## config.mk

```make
export PLATFORM = sky130hd
export DESIGN_NAME = sel_mux_pipe
export DESIGN_NICKNAME = d
export VERILOG_FILES = /design/src/rtl/sel_mux_pipe.sv
export SDC_FILE = /design/constraint.sdc
export NUM_CORES = 1
export LEC_CHECK = 0
export ABC_CLOCK_PERIOD_IN_PS = 2600
export BUFFER_PORTS_ARGS = -buffer_cell sky130_fd_sc_hd__buf_2
export CELL_PAD_IN_SITES_DETAIL_PLACEMENT = 0
export CELL_PAD_IN_SITES_GLOBAL_PLACEMENT = 1
export CORE_MARGIN = 4
export CORE_UTILIZATION = 27
export DETAILED_ROUTE_END_ITERATION = 8
export PLACE_DENSITY_LB_ADDON = 0.05
export SLEW_MARGIN = 20
export SYNTH_ARGS = -nofsm -noshare
export SYNTH_HDL_FRONTEND = slang
export SYNTH_SLANG_ARGS = --single-unit
export TNS_END_PERCENT = 30
```

## constraint.sdc

```tcl
create_clock -name Clk -period 2.6 [get_ports Clk]
set_clock_uncertainty 0.05 [all_clocks]
set_input_delay 0 -clock Clk [delete_from_list [all_inputs] [get_ports Clk]]
set_output_delay 0 -clock Clk [all_outputs]
set_load 0.03 [all_outputs]
```

## src/rtl/sel_mux_pipe.sv

```systemverilog
// -----------------------------------------------------------------------------
// sel_mux_pipe
//   Registered N-input, WIDTH-bit channel selector with a valid/ready output
//   stage. There are two ways to request a load:
//     * direct mode : load channel Sel into the output register.
//     * scan mode   : visit channels 0..N-1 in order and load each channel
//                     whose InValid bit is set. The walk stalls while the
//                     output slot is occupied.
//
// Optional build macro:
//   SEL_MUX_PARITY_EN - adds OutParity, the XOR reduction of the loaded data.
//                       It is registered alongside OutData and frozen with it.
//
// Ports:
//   Clk       in   rising-edge clock
//   Resetn    in   asynchronous active-low reset
//   InData    in   N*WIDTH flattened channels, channel k = InData[k*WIDTH +: WIDTH]
//   InValid   in   N per-channel valid mask, used only in scan mode
//   Sel       in   SELW channel index for direct mode
//   Mode      in   0 = direct, 1 = scan; sampled only when Start is accepted
//   Start     in   request, held by the requester until StartAck
//   StartAck  out  one-cycle pulse, asserted combinationally when Start is accepted
//   OutData   out  WIDTH registered selected data
//   OutChan   out  SELW channel index of OutData
//   OutValid  out  OutData/OutChan valid
//   OutReady  in   consumer accepts when OutValid && OutReady
//   OutParity out  XOR of OutData (present only with SEL_MUX_PARITY_EN)
//   Busy      out  scan in progress
// -----------------------------------------------------------------------------
module sel_mux_pipe #(
  parameter  int WIDTH = 16,
  parameter  int N     = 8,
  localparam int SELW  = $clog2(N)
) (
  input  logic                 Clk,
  input  logic                 Resetn,
  input  logic [N*WIDTH-1:0]   InData,
  input  logic [N-1:0]         InValid,
  input  logic [SELW-1:0]      Sel,
  input  logic                 Mode,
  input  logic                 Start,
  output logic                 StartAck,
  output logic [WIDTH-1:0]     OutData,
  output logic [SELW-1:0]      OutChan,
  output logic                 OutValid,
  input  logic                 OutReady,
`ifdef SEL_MUX_PARITY_EN
  output logic                 OutParity,
`endif
  output logic                 Busy
);

  typedef enum logic [1:0] {
    ST_IDLE,
    ST_SCAN,
    ST_DONE
  } state_t;

  state_t             r_state;
  logic [SELW-1:0]    r_ptr;
  logic [WIDTH-1:0]   r_out_data;
  logic [SELW-1:0]    r_out_chan;
  logic               r_out_valid;
  logic               r_busy;
`ifdef SEL_MUX_PARITY_EN
  logic               r_out_parity;
`endif

  logic [WIDTH-1:0]   w_chan [N];
  logic               w_slot_free;
  logic               w_ptr_last;
  logic               w_ptr_valid;
  logic               w_direct_go;
  logic               w_scan_go;
  logic               w_scan_load;
  logic               w_scan_adv;
  logic               w_load;
  logic [SELW-1:0]    w_idx;
  logic [WIDTH-1:0]   w_load_data;

  // NOTE: every signal written here gets a value on every path (the defaults
  // come first), so no latch is inferred.
  always_comb begin
    for (int k = 0; k < N; k++) begin
      w_chan[k] = InData[k*WIDTH +: WIDTH];
    end

    // The slot is free if it is empty or is being drained on this edge.
    w_slot_free = !r_out_valid || OutReady;
    w_ptr_last  = (r_ptr == SELW'(N - 1));
    w_ptr_valid = InValid[r_ptr];

    w_direct_go = (r_state == ST_IDLE) && Start && !Mode && w_slot_free;
    w_scan_go   = (r_state == ST_IDLE) && Start && Mode;

    // Scan: a valid channel waits for a free slot. An invalid channel is
    // skipped at once. InValid is sampled live every cycle.
    w_scan_load = (r_state == ST_SCAN) && w_ptr_valid && w_slot_free;
    w_scan_adv  = (r_state == ST_SCAN) && (!w_ptr_valid || w_slot_free);

    w_load      = w_direct_go || w_scan_load;
    w_idx       = (r_state == ST_SCAN) ? r_ptr : Sel;
    w_load_data = w_chan[w_idx];

    // StartAck is combinational, so it is gated with Resetn. This keeps it low
    // while reset is asserted, even though the FSM then reads as IDLE.
    StartAck    = Resetn && (w_direct_go || w_scan_go);
  end

  // NOTE: sequential state uses non-blocking assignments only. Every register
  // is read with its pre-edge value, so the order of the statements does not
  // matter.
  always_ff @(posedge Clk or negedge Resetn) begin
    if (!Resetn) begin
      r_state      <= ST_IDLE;
      r_ptr        <= '0;
      r_out_data   <= '0;
      r_out_chan   <= '0;
      r_out_valid  <= 1'b0;
      r_busy       <= 1'b0;
`ifdef SEL_MUX_PARITY_EN
      r_out_parity <= 1'b0;
`endif
    end else begin
      // Output stage: a load wins over a drain. Holding is implicit, so the
      // data stays frozen while OutValid && !OutReady.
      if (w_load) begin
        r_out_data   <= w_load_data;
        r_out_chan   <= w_idx;
        r_out_valid  <= 1'b1;
`ifdef SEL_MUX_PARITY_EN
        r_out_parity <= ^w_load_data;
`endif
      end else if (OutReady) begin
        r_out_valid  <= 1'b0;
      end

      case (r_state)
        ST_IDLE: begin
          if (w_scan_go) begin
            r_ptr   <= '0;
            r_busy  <= 1'b1;
            r_state <= ST_SCAN;
          end
        end
        ST_SCAN: begin
          if (w_scan_adv) begin
            // The pointer saturates at N-1. Leaving channel N-1 ends the scan,
            // and Busy drops on the same edge.
            if (w_ptr_last) begin
              r_busy  <= 1'b0;
              r_state <= ST_DONE;
            end else begin
              r_ptr   <= r_ptr + 1'b1;
            end
          end
        end
        ST_DONE: begin
          r_busy  <= 1'b0;
          r_state <= ST_IDLE;
        end
        default: r_state <= ST_IDLE;
      endcase
    end
  end

  assign OutData   = r_out_data;
  assign OutChan   = r_out_chan;
  assign OutValid  = r_out_valid;
  assign Busy      = r_busy;
`ifdef SEL_MUX_PARITY_EN
  assign OutParity = r_out_parity;
`endif

endmodule

```

# Word-level counts from Yosys, hierarchy flattened
# Cells that the tools add are included.
# Widths: inputs -> output; s select.
word_totals:
  register_bits: 26
  output_inout_bits: 22
  wordCells: 59
classes:
  add_sub_neg: 1
  order_cmp: 2
  eq_ne: 7
  muxes: 20
  bitwise: 1
  n_reduce_logical: 22
op_table:
  columns: ["op", "n"]
  rows:
  - ["$bmux 16 s3", 1]
  - ["$mux 16", 2]
  - ["$mux 3", 4]
  - ["$logic_and 1x1->1", 8]
  - ["$ne 2x2->1 const B", 4]
  - ["$reduce_and 4->1", 2]
  - ["$mux 1", 6]
  - ["$mux 2", 3]
  - ["$pmux 3 s2", 1]
  - ["$ge 4x4->1 const B", 1]
  - ["$logic_or 1x1->1", 4]
  - ["$lt 3x4->1 const B", 1]
  - ["$not 3->4", 1]
  - ["$pmux 2 s2", 1]
  - ["$reduce_bool 2->1", 2]
  - ["$add 3x1->3 const B", 1]
  - ["$bmux 1 s3", 1]
  - ["$eq 3x3->1 const B", 1]
  - ["$logic_not 1->1", 3]
  - ["$pmux 1 s3", 1]
  - ["$reduce_and 3->1", 1]
  - ["$reduce_bool 3->1", 1]
  - ["$eq 2x1->1 const B", 1]
  - ["$eq 2x2->1 const B", 1]
  - ["$logic_not 2->1", 1]

# Logic depth before layout (Yosys ltp)
# Gate-level depths: netlist of the first run.
logic_depth:
  word_depth: 7
  mapped_depth: 10
  depth_no_buf: 7

# Worst setup path after synthesis of the first run
# OpenSTA, ideal clock, no wires.
synth_timing:
  path_type: "flip-flop to flip-flop"
  start: "register r_state[0]"
  end: "register r_out_chan[0], in the netlist OutChan[0]"
  arrival_ns: 1.895
  required_ns: 2.425
  setup_slack_ns: 0.530
  stages_incl_launch_ff: 7
  period_less_slack_ns: 2.070
  cell_sequence: "dfrtp_1 ha_1 buf_4 or3b_1 nor2_4 o41ai_4 mux2_2"
synth_via:
  elab_chain_cells: 5
synth_rtl:
  columns: ["item", "line", "source"]
  rows:
  - ["from (decl)", "59", "state_t r_state;"]
  - ["from (signal assigned)", "115", "r_state <= ST_IDLE;"]
  - ["from (signal assigned)", "143", "r_state <= ST_SCAN;"]
  - ["from (signal assigned)", "152", "r_state <= ST_DONE;"]
  - ["$logic_not 2->1", "93", "w_direct_go = (r_state == ST_IDLE) && Start && !Mode && w_slot_free;"]
  - ["$logic_and 1x1->1 (3 in a row)", "93", null]
  - ["$logic_or 1x1->1", "101", "w_load = w_direct_go || w_scan_load;"]
  - ["to (signal assigned)", "129", "r_out_chan <= w_idx;"]
  - ["to (decl)", "62", "logic [SELW-1:0] r_out_chan;"]
# Parallel ways exist; a longest one is shown, timed or not.
# A chain may end at the register's enable or synchronous reset.

# Final worst setup path of the first run
layout_timing:
  start: "register r_state[0]"
  end: "register r_out_data[4], in the netlist OutData[4]"
layout_via:
  elab_chain_cells: 6
layout_rtl:
  columns: ["item", "line", "source"]
  rows:
  - ["$eq 2x1->1", "98, 102", null]
  - ["$mux 3", "102", "w_idx = (r_state == ST_SCAN) ? r_ptr : Sel;"]
  - ["$not 3->4 (implied by the code)", "103", "w_load_data = w_chan[w_idx];"]
  - ["$bmux 16 s3", "103", null]
  - ["$mux 16 (implied by the code) (2 in a row)", "103", null]
  - ["to (signal assigned)", "128", "r_out_data <= w_load_data;"]
  - ["to (decl)", "61", "logic [WIDTH-1:0] r_out_data;"]
# Parallel ways exist; a longest one is shown, timed or not. The select of a mux whose other input is x is not followed.

==> impl_metrics.env, run 1 <==
export IMPL_tightest_slew_ns=0.645
export IMPL_p_leak_nw=1.82
export IMPL_worst_slack_ns=0.251
export IMPL_hold_violations=0
export IMPL_synth_seq_cells=26
export IMPL_ys_flop_type="dfrtp_1"
export IMPL_hp_class="primary input to flip-flop"
export IMPL_num_vias=3007
export IMPL_synth_top_cells_by_count="nand2_1, nand3_1, dfrtp_1, nand4_1, o21ai_0"
export IMPL_num_rows=33
export IMPL_synthArstFlopShare_pct=100
export IMPL_cp_max_fo=14
export IMPL_tritoncts="yes"
export IMPL_rsz0062_at_grt="no"
export IMPL_synth_top_area_share_pct=27.5
export IMPL_route_detailed_drc=0
export IMPL_max_slew_margin_pct=56.8
export IMPL_syn_area_mm2=0.00237
export IMPL_yosysSeqAreaShare_pct=27.5
export IMPL_grt_max_degree=65
export IMPL_worstSetupEndpointType="flip-flop"
export IMPL_hpwl_um=7520
export IMPL_synth_warnings=0
export IMPL_num_io_pins=166
export IMPL_drv_cap=0
export IMPL_wl_per_cell_um=14.9
export IMPL_die_h_um=102
export IMPL_setup_violations=0
export IMPL_syn_avg_cell_area_um2=6.55
export IMPL_syn_to_final_growth_pct=44.9
export IMPL_status="finished, final reports clean"
export IMPL_cts_buffers=3
export IMPL_syn_nets=511
export IMPL_cp_arrival_ns=2.46
export IMPL_clock_sinks=26
export IMPL_critPathRequiredTime_ns=2.71
export IMPL_clockBufferDepth=2
export IMPL_critPathKind="flip-flop to flip-flop"
export IMPL_setup_tns_ns=0
export IMPL_cts_setup_buffers=0
export IMPL_start_kind="flip-flop"
export IMPL_period_minus_slack_ns=2.35
export IMPL_gr_usage_all_layers_pct=17.5
export IMPL_min_period_over_period_pct=90.4
export IMPL_antenna_found_initial=0
export IMPL_finalMaxSlewViolations=0
export IMPL_num_antenna_cells=0
export IMPL_dp_slack_ns=0.111
export IMPL_clk_pin_slew_worst_paths_ns=0.10
export IMPL_synth_cell_types=42
export IMPL_drt_iter0_drc=94
export IMPL_grt_pass1_wl_um=14200
export IMPL_fp_dieW_um=102
export IMPL_synth_top_area_cell="dfrtp_1"
export IMPL_start_util_pct=28.3
export IMPL_r2r_slack_ns=0.25
export IMPL_hold_worst_slack_ns=0.0518
export IMPL_pwr_density_cell_mw_per_mm2=1020
export IMPL_yosys_top_cells_area="dfrtp_1, nand2_1, nand3_1"
export IMPL_die_area_mm2=0.0103
export IMPL_synth_edff_count=0
export IMPL_ant_nets=0
export IMPL_via_per_inst=4.80
export IMPL_grt_ovfl_total=0
export IMPL_cts_root_buf="clkbuf_8"
export IMPL_htreeDepth=1
export IMPL_io_buffers=165
export IMPL_peakVddDrop_v=0.000316
export IMPL_insertion_delay_ns=0.27
export IMPL_fmax_mhz=426
export IMPL_drtPass1Iterations=4
export IMPL_synth_most_common_cell="nand2_1"
export IMPL_syn_inst=362
export IMPL_drive_gt1_share_pct=37.8
export IMPL_fin_nets=671
export IMPL_routed_wl_um=9300
export IMPL_core_area_mm2=0.00838
export IMPL_gp_congestion=0.750
export IMPL_grt_pass1_vias=2940
## cell families (layout without fill, tap and decap cells)
group                    count (synthesis)  count (layout)  synth area share [%]
AND/OR/NAND/NOR                        257             257                  48.3
multiplexers                             8               8                  3.64
AO/OA/AOI/OAI                           34              34                  10.9
flip-flops                              26              26                  27.5
adder cells (fa/ha/maj)                  5               5                  2.64
buffers and inverters                   32             191                  7.07
## flip-flops by register name, summed over array words and instances (netlist names)
| register | count |
|---|---|
| OutData | 16 |
| r_state | 2 |
| OutValid | 1 |
| Busy | 1 |
| OutChan | 3 |
| r_ptr | 3 |
## layer usage
metal  vias up  part of all wire, %  track usage (%)
met1      1339                   44             23.4
met2       106                   48             29.8
met5         -                    0                0
met3         6                  6.9             3.17
met4         0                 0.80             2.97
li1       1556                    -                -
## cell usage in the layout, fill, tap and decap left out, drive strengths merged, types with 3 or more instances in the layout
cell type,instances
inv,6
buf,180
nand3,67
ha,5
nand4,16
clkbuf,3
and2,4
nand2,154
nor2,5
and3,3
mux2i,6
o21ai,19
dfrtp,26
## metrics by stage
| step | area (um2) | instances | util [%] | total power, mW |
|---|---|---|---|---|
| finish | 3430 | 626 | 41.0 | 3.51 |
| global route | 3430 | 626 | 41.0 | 3.85 |
| CTS | 3420 | 626 | 40.9 | 3.56 |
| global placement | 3340 | 621 | 39.9 | 3.19 |
| floorplan | 2370 | 362 | - | 2.43 |
| detailed placement | 3340 | 621 | 39.9 | 3.21 |
## critical path: stages (launching register included)
cell and delay (ns):
dfrtp_1 0.41, ha_1 0.32, or3b_1 0.31, nor2_4 0.08, o41ai_4 0.65, buf_4 0.30, o21ai_0 0.10
## layout make-up
type / count / area [um2]
well taps: 105 / 131
repair buffers: 181 / 973
clock inverters: 1 / 30.0
fillers: 949 / 4950
clock buffers: 3 / 41.3
multi-input cells: 304 / 1580
flip-flops and latches: 26 / 651
inverters: 6 / 22.5
## worst paths after layout
kind | startpoint | to | cells after the start
worst max-delay path | r_state[0] | OutData[4] | 6
worst min-delay path | InData[31] | OutData[15] | 5
worst max register to register | r_state[0] | OutData[4] | 6
worst min register to register | OutChan[1] | OutChan[1] | 2
max in group asynchronous | Resetn | OutData[1] | 2
min in group asynchronous | Resetn | r_ptr[1] | 2
## power by group
| group | total [mW] | leakage, nW | internal, mW | switching, mW |
|---|---|---|---|---|
| Clock | 0.345 | 0.0357 | 0.206 | 0.139 |
| Combinational | 2.42 | 1.46 | 0.887 | 1.53 |
| Sequential | 0.744 | 0.322 | 0.601 | 0.143 |
## timing repair
action	in CTS	in global routing
gates resized for setup	0	1
endpoints found under the hold margin	26	0
hold buffers	1	0
endpoints found under the setup margin	0	6
No activity file was read; power rests on OpenSTA's default activity.
==> run 2: changes to the inputs <==
ABC_AREA = 1   (was unset)
CORE_UTILIZATION = 28   (was 27)
==> run 2 against run 1 <==
Count of clock-buffer cells in the layout grew 1. Largest power group unchanged. Non-clock buffer count shrank 6. Largest cell class unchanged. Register-to-register slack hardly changed. Flip-flop and latch count unchanged.
==> impl_metrics.env, run 2 <==
export IMPL_power_mw=3.98
export IMPL_synth_warnings=0
export IMPL_hold_violations=0
export IMPL_start_util_pct=28.7
export IMPL_yosys_top_cells_area="nand2_1, dfrtp_1, inv_1"
export IMPL_die_h_um=111
export IMPL_synth_top_area_share_pct=29.1
export IMPL_fin_nets=836
export IMPL_num_antenna_cells=0
export IMPL_synth_most_common_cell="nand2_1"
export IMPL_via_per_inst=4.43
export IMPL_grt_pass1_vias=3701
export IMPL_clk_pin_slew_worst_paths_ns=0.10
export IMPL_synth_seq_cells=26
export IMPL_insertion_delay_ns=0.27
export IMPL_min_period_over_period_pct=90.0
export IMPL_clock_sinks=26
export IMPL_tightest_slew_ns=0.619
export IMPL_drtPass1Iterations=4
export IMPL_synth_top_cells_by_count="nand2_1, inv_1, nand3_1, nor2_1, o21ai_1"
export IMPL_cts_setup_buffers=0
export IMPL_cp_max_fo=54
export IMPL_routed_wl_um=11000
export IMPL_cts_buffers=3
export IMPL_fmax_mhz=428
export IMPL_clockBufferDepth=2
export IMPL_layout_commonest_cell="nand2_1"
export IMPL_num_vias=3643
export IMPL_critPathRequiredTime_ns=2.77
export IMPL_die_area_mm2=0.0122
export IMPL_drt_iter0_drc=152
export IMPL_drive_gt1_share_pct=27.6
export IMPL_syn_avg_cell_area_um2=5.52
export IMPL_route_detailed_drc=0
export IMPL_nFillCells=1231
export IMPL_syn_inst=535
export IMPL_start_kind="flip-flop"
export IMPL_grt_max_degree=55
export IMPL_rsz0062_at_grt="no"
export IMPL_cp_arrival_ns=2.51
export IMPL_worstSetupEndpointType="flip-flop"
export IMPL_synth_cell_types=22
export IMPL_p_leak_nw=2.53
export IMPL_drv_cap=0
export IMPL_peakVddDrop_v=0.000431
export IMPL_hp_class="primary input to flip-flop"
export IMPL_synth_fa_ha_area_share_pct=2.12
export IMPL_synth_edff_count=0
export IMPL_synth_top_area_cell="nand2_1"
export IMPL_final_cell_mix="nand2_1, buf_2, inv_1"
export IMPL_gp_congestion=0.804
export IMPL_syn_area_mm2=0.00295
export IMPL_grt_ovfl_total=0
export IMPL_cp_common_cell="nand2_1"
export IMPL_synth_simple_area_share_pct=51.4
export IMPL_largest_register_ffs=16
export IMPL_setup_violations=0
export IMPL_synth_compound_area_share_pct=7.21
export IMPL_finalMaxSlewViolations=0
export IMPL_htreeDepth=1
export IMPL_io_buffers=165
export IMPL_period_minus_slack_ns=2.34
export IMPL_fp_dieW_um=111
export IMPL_pwr_density_cell_mw_per_mm2=1010
export IMPL_yosysSeqAreaShare_pct=22.0
export IMPL_antenna_found_initial=0
export IMPL_critPathSlowestCell="dfrtp_1"
export IMPL_wl_per_cell_um=13.4
export IMPL_yosys_mux_area_fraction_pct=0
export IMPL_tritoncts="yes"
export IMPL_path_cells="inv_1 > ha_2 > inv_4 > nand2_4 > nand2_4 > buf_12 > nand2_1 > nand2_1 > o21ai_1 > nand2_1 > nand2_1 > nand2_1 > nand2_1"
export IMPL_cp_slowest_stage_delay_ns=0.41
export IMPL_syn_nets=684
export IMPL_ys_flop_type="dfrtp_1"
export IMPL_synth_xor_area_share_pct=0
export IMPL_synth_top_family_by_area="simple AND/OR/NAND/NOR gates"
export IMPL_gr_usage_all_layers_pct=17.5
export IMPL_status="finished, final reports clean"
export IMPL_ant_nets=0
export IMPL_cts_root_buf="clkbuf_8"
export IMPL_critPathKind="flip-flop to flip-flop"
export IMPL_num_io_pins=166
export IMPL_hpwl_um=8700
export IMPL_setup_tns_ns=0
export IMPL_syn_to_final_growth_pct=33.4
export IMPL_max_slew_margin_pct=58.7
export IMPL_grt_pass1_wl_um=17900
export IMPL_num_rows=37
export IMPL_synthArstFlopShare_pct=100
export IMPL_core_area_mm2=0.0103
## run 2: cell types whose count changed after synthesis, moves of 12 or more
cell / delta
inv_1: +80
nand2_1: +75
nand3b_1: +31
nor2_1: +30
o21ai_1: +29
nand3_1: -26
o21ai_0: -12
## run 2: kinds of logic (layout without fill, tap and decap cells)
logic type / count (synthesis) / count (layout)
DFF: 26 / 26
AOI/OAI and AO/OA: 39 / 39
and+or+nand+nor: 347 / 347
buffers and inverters: 118 / 269
adders and majority gates: 5 / 5
## run 2: where the power goes
part | switching [mW] | total (mW) | internal (mW)
Combinational | 2.04 | 2.99 | 0.955
Sequential | 0.132 | 0.722 | 0.589
Clock | 0.131 | 0.267 | 0.135
Total | 2.30 | 3.98 | 1.68
## run 2: metrics by stage
step	hold slack (ns)	area, um2	worst slack [ns]	cells	utilization, %
floorplan	-0.346	2950	0.913	535	-
global placement	-0.0190	3860	0.144	816	37.5
detailed placement	-0.0193	3860	0.0800	816	37.5
CTS	0.134	3930	0.0583	822	38.3
global route	0.179	3940	0.0489	822	38.3
finish	0.127	3940	0.261	822	38.3
## run 2: per-layer routing
layer	track usage, %	wire, um	vias up
li1	-	-	1923
met1	23.5	5280	1610
met2	30.3	5100	108
met3	3.06	628	2
met4	1.72	35	0
met5	0	0	-
## run 2: layout make-up
| class | count | area, um2 | area share (%) |
|---|---|---|---|
| Sequential cell | 26 | 651 | 16.5 |
| Multi-Input combinational cell | 391 | 1800 | 45.8 |
| Tap cell | 136 | 170 | 4.32 |
| Inverter | 90 | 340 | 8.65 |
| Timing Repair Buffer | 175 | 918 | 23.3 |
| Clock buffer | 4 | 55.1 | 1.40 |
## run 2: worst max-delay path: cells and delay by family (launching register included)
family / cells / cell delay [ns]
AND/OR/NAND/NOR: 8 / 0.81
flip-flops: 1 / 0.41
buffers and inverters: 3 / 0.41
adder cells (fa/ha/maj): 1 / 0.32
AO/OA/AOI/OAI: 1 / 0.25
## run 2: what timing repair did
action	4_1_cts	5_1_grt
resized for setup	0	1
hold buffers	2	0
endpoints found under the hold margin	27	0
endpoints found under the setup margin	0	12
## run 2: path summary, 6_finish.rpt
check	slack (ns)	cells after the start	endpoint	startpoint
max in group asynchronous	2.03	3	r_ptr[1]	Resetn
min	0.13	7	OutData[0]	InData[80]
min in group asynchronous	0.20	3	OutChan[1]	Resetn
min reg2reg	0.43	2	Busy	Busy
max	0.26	13	OutData[2]	r_state[1]
max reg2reg	0.26	13	OutData[2]	r_state[1]
==> run 3: changes to the inputs <==
CTS_BUF_LIST = sky130_fd_sc_hd__clkbuf_16   (was unset)
==> run 3 against run 2 <==
Cell count is 0.12% lower. Register-to-register slack better by 0.02 ns. Sequential share of layout area is 0.058 points lower. Critical path depth stayed put. Flip-flop and latch count stayed put. Largest power group unchanged.
==> impl_metrics.env, run 3 (synthesis gave the netlist of run 2 again) <==
export IMPL_status="finished, final reports clean"
export IMPL_insertion_delay_ns=0.27
export IMPL_tightest_slew_ns=0.608
export IMPL_cp_max_fo=54
export IMPL_seqPwrFrac_pct=17.8
export IMPL_comb_power_share_pct=73.5
export IMPL_setup_violations=0
export IMPL_clockBufferDepth=2
export IMPL_syn_to_final_growth_pct=33.8
export IMPL_switching_share_pct=57.1
export IMPL_max_slew_margin_pct=59.4
export IMPL_core_area_mm2=0.0103
export IMPL_nFillCells=1224
export IMPL_final_cell_mix="nand2_1, buf_2, inv_1"
export IMPL_cts_buffers=3
export IMPL_htreeDepth=1
export IMPL_worstSetupEndpointType="flip-flop"
export IMPL_cp_common_cell="nand2_1"
export IMPL_route_detailed_drc=0
export IMPL_num_io_pins=166
export IMPL_peakVddDrop_v=0.000422
export IMPL_wl_per_cell_um=13.5
export IMPL_power_switching_mw=2.33
export IMPL_hold_violations=0
export IMPL_num_antenna_cells=0
export IMPL_critPathKind="flip-flop to flip-flop"
export IMPL_drt_iter0_drc=146
export IMPL_period_minus_slack_ns=2.32
export IMPL_grt_pass1_vias=3705
export IMPL_p_int_mw=1.75
export IMPL_largest_register_ffs=16
export IMPL_fmax_mhz=431
export IMPL_critPathRequiredTime_ns=2.76
export IMPL_worst_slack_ns=0.278
export IMPL_num_vias=3655
export IMPL_start_util_pct=28.7
export IMPL_drtPass1Iterations=4
export IMPL_pwr_density_cell_mw_per_mm2=1030
export IMPL_cp_slowest_stage_delay_ns=0.39
export IMPL_critPathTopFamily="simple AND/OR/NAND/NOR gates"
export IMPL_fp_dieW_um=111
export IMPL_path_cells="inv_1 > ha_2 > inv_4 > nand2_4 > nand2_4 > buf_12 > nand2_1 > nand2_1 > o21ai_1 > nand2_1 > nand2_1 > nand2_1 > nand2_1"
export IMPL_die_h_um=111
export IMPL_via_per_inst=4.45
export IMPL_io_buffers=165
export IMPL_grt_max_degree=55
export IMPL_ant_nets=0
export IMPL_regArea_um2=651
export IMPL_clk_pin_slew_worst_paths_ns=0.07
export IMPL_hp_class="primary input to flip-flop"
export IMPL_gr_usage_all_layers_pct=17.5
export IMPL_die_area_mm2=0.0122
export IMPL_gp_congestion=0.804
export IMPL_p_leak_nw=2.54
export IMPL_drv_cap=0
export IMPL_final_util_pct=38.4
export IMPL_layout_commonest_cell="nand2_1"
export IMPL_setup_tns_ns=0
export IMPL_grt_pass1_wl_um=18000
export IMPL_clkPwrFrac_pct=8.7
export IMPL_start_kind="flip-flop"
export IMPL_hpwl_um=8700
export IMPL_path_buf_inv=3
export IMPL_cp_arrival_ns=2.48
export IMPL_tritoncts="yes"
export IMPL_cts_root_buf="clkbuf_16"
export IMPL_clock_sinks=26
export IMPL_critPathSlowestCell="dfrtp_1"
export IMPL_drive_gt1_share_pct=27.4
export IMPL_routed_wl_um=11100
export IMPL_fin_nets=835
export IMPL_grt_ovfl_total=0
export IMPL_antenna_found_initial=0
export IMPL_multi_input_area_mm2=0.00180
export IMPL_rsz0062_at_grt="no"
export IMPL_dp_slack_ns=0.0800
export IMPL_num_rows=37
export IMPL_min_period_over_period_pct=89.3
export IMPL_finalMaxSlewViolations=0
==> run 3: power by group through the flow <==
stage | sequential, mW | clock, mW | combinational (mW)
4_1_cts | 0.728 | 0.360 | 3.06
3_5_place_dp | 0.732 | 0 | 3.05
3_3_place_gp | 0.732 | 0 | 3.02
5_1_grt | 0.753 | 0.380 | 3.40
2_1_floorplan | 0.996 | 0 | 1.97
6_report | 0.724 | 0.355 | 3.00
==> run 3: path summary, 6_finish.rpt <==
| path | start | end | slack (ns) | cells past startpoint |
|---|---|---|---|---|
| min in group asynchronous | Resetn | OutData[5] | 0.22 | 3 |
| min reg2reg | Busy | Busy | 0.43 | 2 |
| min | OutReady | OutValid | 0.0002 | 4 |
| max reg2reg | r_state[1] | OutData[2] | 0.28 | 13 |
| max in group asynchronous | Resetn | r_ptr[2] | 2.01 | 3 |
| max | r_state[1] | OutData[2] | 0.28 | 13 |
==> run 3: worst min-delay path, cell delays in order <==
cell and delay (ns):
buf_2 0.08, nor2_1 0.04, inv_1 0.09, nand2_1 0.06
==> run 3: area by class of cell <==
type | count | share of cell area (%)
clock buffers | 3 | 1.90
clock inverters | 1 | 0.0950
inverters | 90 | 8.62
multi-input cells | 391 | 45.6
flip-flops and latches | 26 | 16.5
well taps | 136 | 4.31
repair buffers | 174 | 23.0
==> run 3: timing repair <==
action | in CTS | in global routing
endpoints found under the setup margin | 0 | 11
gates resized for setup | 0 | 1
setup buffers | 0 | 0
hold buffers | 1 | 0
hold endpoints to repair | 26 | 0
==> run 3: metal layers <==
layer	GRT usage [%]	wire (um)
met5	0	0
met1	23.5	5370
met2	30.4	5100
met4	1.97	28
met3	3.06	598
==> run 3: per-stage QoR <==
stage | instances | power [mW] | hold WS, ns | area (um2)
after floorplan | 535 | 2.96 | -0.346 | 2950
final | 821 | 4.08 | 0.000199 | 3950
after CTS | 821 | 4.15 | 0.00378 | 3950
after detailed placement | 816 | 3.78 | -0.0193 | 3860
after global routing | 821 | 4.54 | 0.0250 | 3950
after global placement | 816 | 3.75 | -0.0190 | 3860
